$ cat src/rtl/ysyx_23060278_pkg.sv
// rtl/ysyx_23060278_pkg.sv - shared widths, source ids and writeback request type
package ysyx_23060278_pkg;
    localparam int XLEN = 32;
    localparam int NREG = 32;
    localparam int AW   = 5;

    localparam logic SRC_LSU = 1'b0;
    localparam logic SRC_EXU = 1'b1;

    typedef struct packed {
        logic [AW-1:0]   rd;
        logic [XLEN-1:0] data;
    } wb_req_t;
endpackage

$ cat src/rtl/ysyx_23060278_scoreboard.sv
// rtl/ysyx_23060278_scoreboard.sv - pending-write busy bits, hazard queries and sticky error
module ysyx_23060278_scoreboard
    import ysyx_23060278_pkg::*;
(
    input  logic          clk,
    input  logic          rst,
    input  logic          iss_en,
    input  logic [AW-1:0] iss_rd,
    input  logic [AW-1:0] rs1,
    input  logic [AW-1:0] rs2,
    input  logic          clr_en,
    input  logic [AW-1:0] clr_rd,
    input  logic          xfer_en,
    input  logic [AW-1:0] xfer_rd,
    output logic          rs1_busy,
    output logic          rs2_busy,
    output logic          rd_busy,
    output logic          sb_err
);
    // x0 is never tracked, so its bit is held at zero and every query of it reads 0
    localparam logic [NREG-1:0] X0_MASK = {{(NREG-1){1'b1}}, 1'b0};

    logic [NREG-1:0] r_busy;
    logic            r_err;
    logic [NREG-1:0] w_set;
    logic [NREG-1:0] w_clr;
    logic            w_iss_err;
    logic            w_xfer_err;

    always_comb begin
        w_set = '0;
        w_clr = '0;
        if (iss_en) w_set[iss_rd] = 1'b1;
        if (clr_en) w_clr[clr_rd] = 1'b1;
    end

    assign w_iss_err  = iss_en && (iss_rd != '0) && r_busy[iss_rd] && !w_clr[iss_rd];
    assign w_xfer_err = xfer_en && (xfer_rd != '0) && !r_busy[xfer_rd];

    always_ff @(posedge clk) begin
        if (rst) begin
            r_busy <= '0;
            r_err  <= 1'b0;
        end else begin
            r_busy <= ((r_busy & ~w_clr) | w_set) & X0_MASK;
            if (w_iss_err || w_xfer_err) r_err <= 1'b1;
        end
    end

    assign rs1_busy = r_busy[rs1];
    assign rs2_busy = r_busy[rs2];
    assign rd_busy  = r_busy[iss_rd];
    assign sb_err   = r_err;
endmodule

$ cat src/rtl/ysyx_23060278_wbu.sv
// rtl/ysyx_23060278_wbu.sv - round-robin EXU/LSU writeback arbiter and registered GPR write port
module ysyx_23060278_wbu
    import ysyx_23060278_pkg::*;
(
    input  logic            clk,
    input  logic            rst,
    input  logic            iss_en,
    input  logic [AW-1:0]   iss_rd,
    input  logic [AW-1:0]   rs1,
    input  logic [AW-1:0]   rs2,
    output logic            rs1_busy,
    output logic            rs2_busy,
    output logic            rd_busy,
    input  logic            exu_valid,
    output logic            exu_ready,
    input  logic [AW-1:0]   exu_rd,
    input  logic [XLEN-1:0] exu_data,
    input  logic            lsu_valid,
    output logic            lsu_ready,
    input  logic [AW-1:0]   lsu_rd,
    input  logic [XLEN-1:0] lsu_data,
    output logic            gpr_w_en,
    output logic [AW-1:0]   gpr_rd,
    output logic [XLEN-1:0] gpr_w_data,
    output logic            sb_err
);
    logic            r_ptr;
    logic            r_w_en;
    logic [AW-1:0]   r_rd;
    logic [XLEN-1:0] r_data;
    logic            w_gnt_lsu;
    logic            w_gnt_exu;
    logic            w_xfer;
    wb_req_t         w_win;

    // r_ptr names the source that wins when both are valid
    assign w_gnt_lsu = lsu_valid && (!exu_valid || (r_ptr == SRC_LSU));
    assign w_gnt_exu = exu_valid && !w_gnt_lsu;
    assign w_xfer    = w_gnt_lsu || w_gnt_exu;
    assign w_win     = w_gnt_exu ? {exu_rd, exu_data} : {lsu_rd, lsu_data};

    always_ff @(posedge clk) begin
        if (rst) begin
            r_ptr  <= SRC_LSU;
            r_w_en <= 1'b0;
            r_rd   <= '0;
            r_data <= '0;
        end else begin
            r_w_en <= w_xfer && (w_win.rd != '0);
            if (w_xfer) begin
                r_rd   <= w_win.rd;
                r_data <= w_win.data;
                r_ptr  <= w_gnt_exu ? SRC_LSU : SRC_EXU;
            end
        end
    end

    ysyx_23060278_scoreboard u_sb (
        .clk      (clk),
        .rst      (rst),
        .iss_en   (iss_en),
        .iss_rd   (iss_rd),
        .rs1      (rs1),
        .rs2      (rs2),
        .clr_en   (r_w_en),
        .clr_rd   (r_rd),
        .xfer_en  (w_xfer),
        .xfer_rd  (w_win.rd),
        .rs1_busy (rs1_busy),
        .rs2_busy (rs2_busy),
        .rd_busy  (rd_busy),
        .sb_err   (sb_err)
    );

    assign exu_ready  = w_gnt_exu;
    assign lsu_ready  = w_gnt_lsu;
    assign gpr_w_en   = r_w_en;
    assign gpr_rd     = r_rd;
    assign gpr_w_data = r_data;
endmodule

$ cat config.mk
export PLATFORM = sky130hd
export DESIGN_NAME = ysyx_23060278_wbu
export DESIGN_NICKNAME = d
export VERILOG_FILES = /design/src/rtl/ysyx_23060278_pkg.sv /design/src/rtl/ysyx_23060278_scoreboard.sv /design/src/rtl/ysyx_23060278_wbu.sv
export SDC_FILE = /design/constraint.sdc
export NUM_CORES = 1
export LEC_CHECK = 0
export BUFFER_PORTS_ARGS = -buffer_cell sky130_fd_sc_hd__buf_4
export CORE_UTILIZATION = 56
export DETAILED_ROUTE_END_ITERATION = 8
export PLACE_DENSITY = 0.83
export SETUP_SLACK_MARGIN = 0.2
export SLEW_MARGIN = 20
export SYNTH_ARGS = -nofsm -noshare
export SYNTH_HDL_FRONTEND = slang
export SYNTH_SLANG_ARGS = --single-unit
$ cat constraint.sdc
create_clock -name clk -period 3.5 [get_ports clk]
set_clock_uncertainty 0.2 [all_clocks]
set_input_delay 0.35 -clock clk [delete_from_list [all_inputs] [get_ports clk]]
set_output_delay 0.35 -clock clk [all_outputs]
set_load 0.01 [all_outputs]
==> impl_metrics.yaml, run 1 <==
clock_tree:
  clock_path_buffers: 2
  cts-buffers-inserted: 9
  post-cts-setup-buffer-count: 0
  cts.clk_slew.worst_paths_ps: 80
  cts_tree: "built"
  cts_hold_buf: 0
  cts.repair.resized: 0
  clk-insertion-delay-late_ps: 360
  clock_sinks: 71
  root_buffer: "clkbuf_8"
  htree_levels: 3
global_route:
  grt_pass1_wl_um: 23200
  grt_pass1_vias: 4472
  grt_max_degree: 75
  antenna_found_initial: 0
  grt_overflow: 0
  track_usage: 0.356
synthesis:
  synth_xor_area_frac: 0.00775
  syn_nets: 598
  synth_top_area_frac: 0.314
  yosys.area_share.simple: 0.157
  syn-cell-area_mm2: 0.00452
  yosysSeqAreaShare: 0.314
  synthDistinctLibCells: 47
  ys_top_cells_by_count: "dfxtp_1, mux2i_1, nor2_1"
  yosys_most_used_dff: "dfxtp_1"
  yosysMostFrequentCell: "dfxtp_1"
  yosysWarnings: 0
  synth_edf_count: 0
  yosys.area.top_type: "dfxtp_1"
  synth-compound-area-share: 0.198
  synth_top_family_by_area: "multiplexers"
  synth-adder-area-share: 0
  avgSynthCellArea_um2: 8.97
  synthMuxAreaShare: 0.277
  async_reset_ff_frac: 0
  ys_ff_latch: 71
  synthCells: 504
  synthTopCellsByArea: "dfxtp_1, mux4_2, mux2i_1"
critical_path:
  path_cells: "mux4_2 > mux4_2 > mux2_2 > buf_4"
  crit_slowest_cell: "mux4_2"
  crit_required_ps: 2950
  crit_type: "reg2out"
  path_max_fanout: 6
  crit_top_cell: "mux4_2"
  crit_arrival_ps: 2180
  cp-start-kind: "register"
  cp-end-kind: "primary output"
  max_stage_delay_ps: 490
  reg2reg_depth: 7
timing:
  clock.fmax_mhz: 367
  setup-tns-final_ps: 0
  drv_slew: 0
  min_period_ps: 2730
  slew_headroom: 0.298
  post-route-period-util: 0.779
  fin_ws_ps: 775
  setup-violations-final: 0
  rsz0062_at_grt: "no"
  finalHoldViolCount: 0
  worst_pin_slew_ps: 1040
cells_and_area:
  drive_gt1_frac: 0.321
  postLayoutCellArea_mm2: 0.00569
  area_delta_synth_final_pct: 26.0
  antenna_cells: 0
  fillerInstances: 619
  final_nets: 708
power:
  vdd.ir_drop.worst_mv: 0.311
  p_leak_nw: 2.33
  power.total_w: 0.00199
  p_per_area_mw_per_mm2: 350
placed_design:
  place.gp.congestion: 0.981
  place_area_mm2: 0.00551
  preCtsSetupSlack_ps: 851
  hpwl_um: 10500
  io_buffers: 137
floorplan:
  chipHeight_um: 91.8
  rows: 32
  start_util: 0.582
  fp.dieArea_mm2: 0.00844
  fp.dieW_um: 91.8
  coreArea_mm2: 0.00777
  pin_count: 138
route:
  totalWireLength_um: 15000
  first_pass_iters: 6
  antenna_left: 0
  dr.first_iter.drc_count: 408
  vias_per_cell: 6.55
  wire_per_inst_um: 20.8
  dr_total_vias: 4723
  remaining_drc_errors: 0
status:
  status: "completed"
worst_hold_path:
  hold_class: "in2reg"
  holdPathStages: 3
flow_run:
  maxCapViolCount: 0
## logic make-up after synthesis
| group | Yosys count |
|---|---|
| AND/OR/NAND/NOR | 152 |
| AO/OA/AOI/OAI | 142 |
| multiplexers | 89 |
| flip-flops | 71 |
| buffers and inverters | 46 |
| XOR/XNOR | 4 |
## power breakdown
group / total (W) / switching (W) / internal (W)
registers: 0.000901 / 0.0000478 / 0.000853
clock network: 0.000648 / 0.000321 / 0.000327
logic: 0.000443 / 0.000222 / 0.000221
total: 0.00199 / 0.000591 / 0.00140
## critical path: cells and delay by family, from the launching register on
family | cells | cell delay, ps
mux | 3 | 1250
flops | 1 | 430
buf+inv | 1 | 140
## layer usage
layer / track usage / vias to the layer above / part of all wire
li1: - / 2112 / -
met1: 0.447 / 2201 / 0.37
met2: 0.558 / 338 / 0.47
met3: 0.0962 / 72 / 0.12
met4: 0.189 / 0 / 0.044
met5: 0 / - / 0
## flip-flops by register name (all words and copies together), names as in the netlist
name and flops:
gpr_rd 5, gpr_w_data 32, gpr_w_en 1, r_ptr 1, u_sb.r_busy 31, u_sb.sb_err 1
## layout make-up
class / instances / area (um^2) / area share
Clock buffer: 10 / 128 / 0.0224
Clock inverter: 6 / 61.3 / 0.0108
Inverter: 7 / 26.3 / 0.00461
Multi-Input combinational cell: 387 / 2890 / 0.508
Sequential cell: 71 / 1420 / 0.250
Tap cell: 102 / 128 / 0.0224
Timing Repair Buffer: 138 / 1040 / 0.182
## through the flow
stage | hold slack (ps) | util | instances
2_1_floorplan | 258 | - | 504
3_3_place_gp | 268 | 0.709 | 705
3_5_place_dp | 275 | 0.709 | 705
4_1_cts | 72.0 | 0.733 | 721
5_1_grt | 80.3 | 0.733 | 721
6_report | 79.1 | 0.733 | 721
## cells in the final DEF (no fill, tap or decap), types with 3 or more instances in the layout
| master | instances |
|---|---|
| nor2_1 | 51 |
| a211oi_1 | 41 |
| o21ai_0 | 39 |
| clkinv_2 | 3 |
| o22ai_1 | 6 |
| nor3_1 | 8 |
| or2_2 | 3 |
| dfxtp_1 | 71 |
| buf_4 | 138 |
| a21oi_1 | 37 |
| o221ai_1 | 3 |
| mux2i_1 | 53 |
| nand3_1 | 4 |
| nand2_1 | 49 |
| nand2b_1 | 9 |
| mux2_2 | 8 |
| mux4_2 | 28 |
| xnor2_1 | 3 |
| clkbuf_8 | 9 |
| or3b_2 | 3 |
| and3_1 | 6 |
| nand3b_1 | 8 |
| inv_1 | 6 |
## final timing paths
| check | from | to | slack [ps] |
|---|---|---|---|
| worst max-delay path | u_sb.r_busy[29] | rs2_busy | 770 |
| worst min-delay path | lsu_data[13] | gpr_w_data[13] | 80 |
| worst max register to register | r_ptr | u_sb.sb_err | 1040 |
| worst min register to register | r_ptr | r_ptr | 290 |
No activity file was read; power rests on OpenSTA's default activity.
==> run 2: changes to the inputs <==
- CORE_UTILIZATION: 56 -> 52
- PLACE_DENSITY: 0.83 -> 0.78
- clock period: 3.5 -> 2.8 ns (I/O delays scaled with it)
==> impl_metrics.yaml, run 2 (synthesis results as in run 1) <==
global_route:
  track_usage: 0.328
  grt_overflow: 0
  grt_pass1_wl_um: 22300
  grt_max_degree: 75
  antenna_found_initial: 0
  grt_pass1_vias: 4333
route:
  wl_met2_um: 7150
  dr_total_vias: 4640
  vias_per_cell: 6.32
  dr.first_iter.drc_count: 474
  antenna_left: 0
  first_pass_iters: 5
  top_layer: "met4"
  remaining_drc_errors: 0
  wl_met1_um: 5810
  totalWireLength_um: 14700
  wl_met3_um: 1370
  wire_per_inst_um: 20.1
critical_path:
  path_buf_inv: 1
  cp.depth: 4
  crit_required_ps: 2320
  cp-end-kind: "primary output"
  cp-start-kind: "register"
  max_stage_delay_ps: 470
  cpLargestDelayFamily: "multiplexers"
  path_max_fanout: 6
  reg2reg_depth: 7
  crit_arrival_ps: 2090
  crit_top_cell: "mux4_2"
  path_cells: "mux4_2 > mux4_2 > mux2_4 > buf_4"
  crit_type: "reg2out"
  crit_slowest_cell: "mux4_2"
placed_design:
  preCtsSetupSlack_ps: 451
  hpwl_um: 10500
  place_area_mm2: 0.00558
  io_buffers: 137
  place.gp.congestion: 0.983
worst_hold_path:
  holdPathStages: 3
  hold_class: "in2reg"
cells_and_area:
  area_delta_synth_final_pct: 29.9
  postLayoutCellArea_mm2: 0.00587
  layout_common_cells: "buf_4, mux2i_1, nor2_1"
  drive_gt1_frac: 0.377
  antenna_cells: 0
  final_nets: 718
  final_core_utilization: 0.708
  final_common_cell: "buf_4"
  largest_reg_flops: 32
timing:
  setup-tns-final_ps: 0
  slew_headroom: 0.410
  min_period_ps: 2570
  worst_pin_slew_ps: 879
  finalHoldViolCount: 0
  rsz0062_at_grt: "no"
  drv_slew: 0
  hold_slack_ps: 13.6
  post-route-period-util: 0.918
  fin_ws_ps: 231
  setup-violations-final: 0
  clock.fmax_mhz: 389
floorplan:
  rows: 33
  fp.dieW_um: 95.2
  coreArea_mm2: 0.00830
  fp.dieArea_mm2: 0.00907
  chipHeight_um: 95.2
  start_util: 0.545
  pin_count: 138
power:
  vdd.ir_drop.worst_mv: 0.350
  p_per_area_mw_per_mm2: 449
  p_leak_nw: 2.43
clock_tree:
  cts.clk_slew.worst_paths_ps: 80
  cts_hold_buf: 0
  clock_path_buffers: 2
  cts-buffers-inserted: 9
  root_buffer: "clkbuf_8"
  clk-insertion-delay-late_ps: 350
  clock_sinks: 71
  cts_tree: "built"
  htree_levels: 3
status:
  status: "completed"
flow_run:
  maxCapViolCount: 0
-- run 2: tightest hold or removal path: stages --
cell	delay, ps
buf_4	110
nor2_1	90
a211oi_1	50
-- run 2: layout make-up --
cell class	count	area, um^2
fill	654	2420
clock inverter	4	76.3
inverter	7	26.3
clock buffer	12	155
multi-input combinational	387	2900
tap	105	131
sequential	71	1460
timing repair buffer	148	1120
-- run 2: metrics by stage --
step / total power (W) / instances
after floorplan: 0.00144 / 504
after global placement: 0.00169 / 716
after detailed placement: 0.00170 / 716
after CTS: 0.00264 / 732
after global routing: 0.00273 / 734
final: 0.00264 / 734
-- run 2: path summary, 6_finish.rpt --
path | startpoint | to | slack, ps
worst max-delay path | u_sb.r_busy[15] | rs1_busy | 230
worst min register to register | r_ptr | r_ptr | 300
worst min-delay path | lsu_data[3] | gpr_w_data[3] | 10
worst max register to register | r_ptr | u_sb.sb_err | 570
-- run 2: metal layers --
layer,GRT usage,up-vias
met4,0.145,0
met3,0.0734,47
met2,0.511,261
met1,0.433,2200
li1,-,2132
met5,0,-
-- run 2: power breakdown --
group | total [W] | leakage (nW) | internal (W) | switching (W)
clock network | 0.000952 | 0.113 | 0.000554 | 0.000398
registers | 0.00112 | 0.599 | 0.00106 | 0.0000558
logic | 0.000565 | 1.71 | 0.000284 | 0.000280
total | 0.00264 | 2.43 | 0.00190 | 0.000734
-- run 2: what timing repair did --
action / in CTS / in global routing
gates resized for setup: 7 / 25
setup buffers: 0 / 2
endpoints found under the setup margin: 2 / 2
cloned: 0 / 0
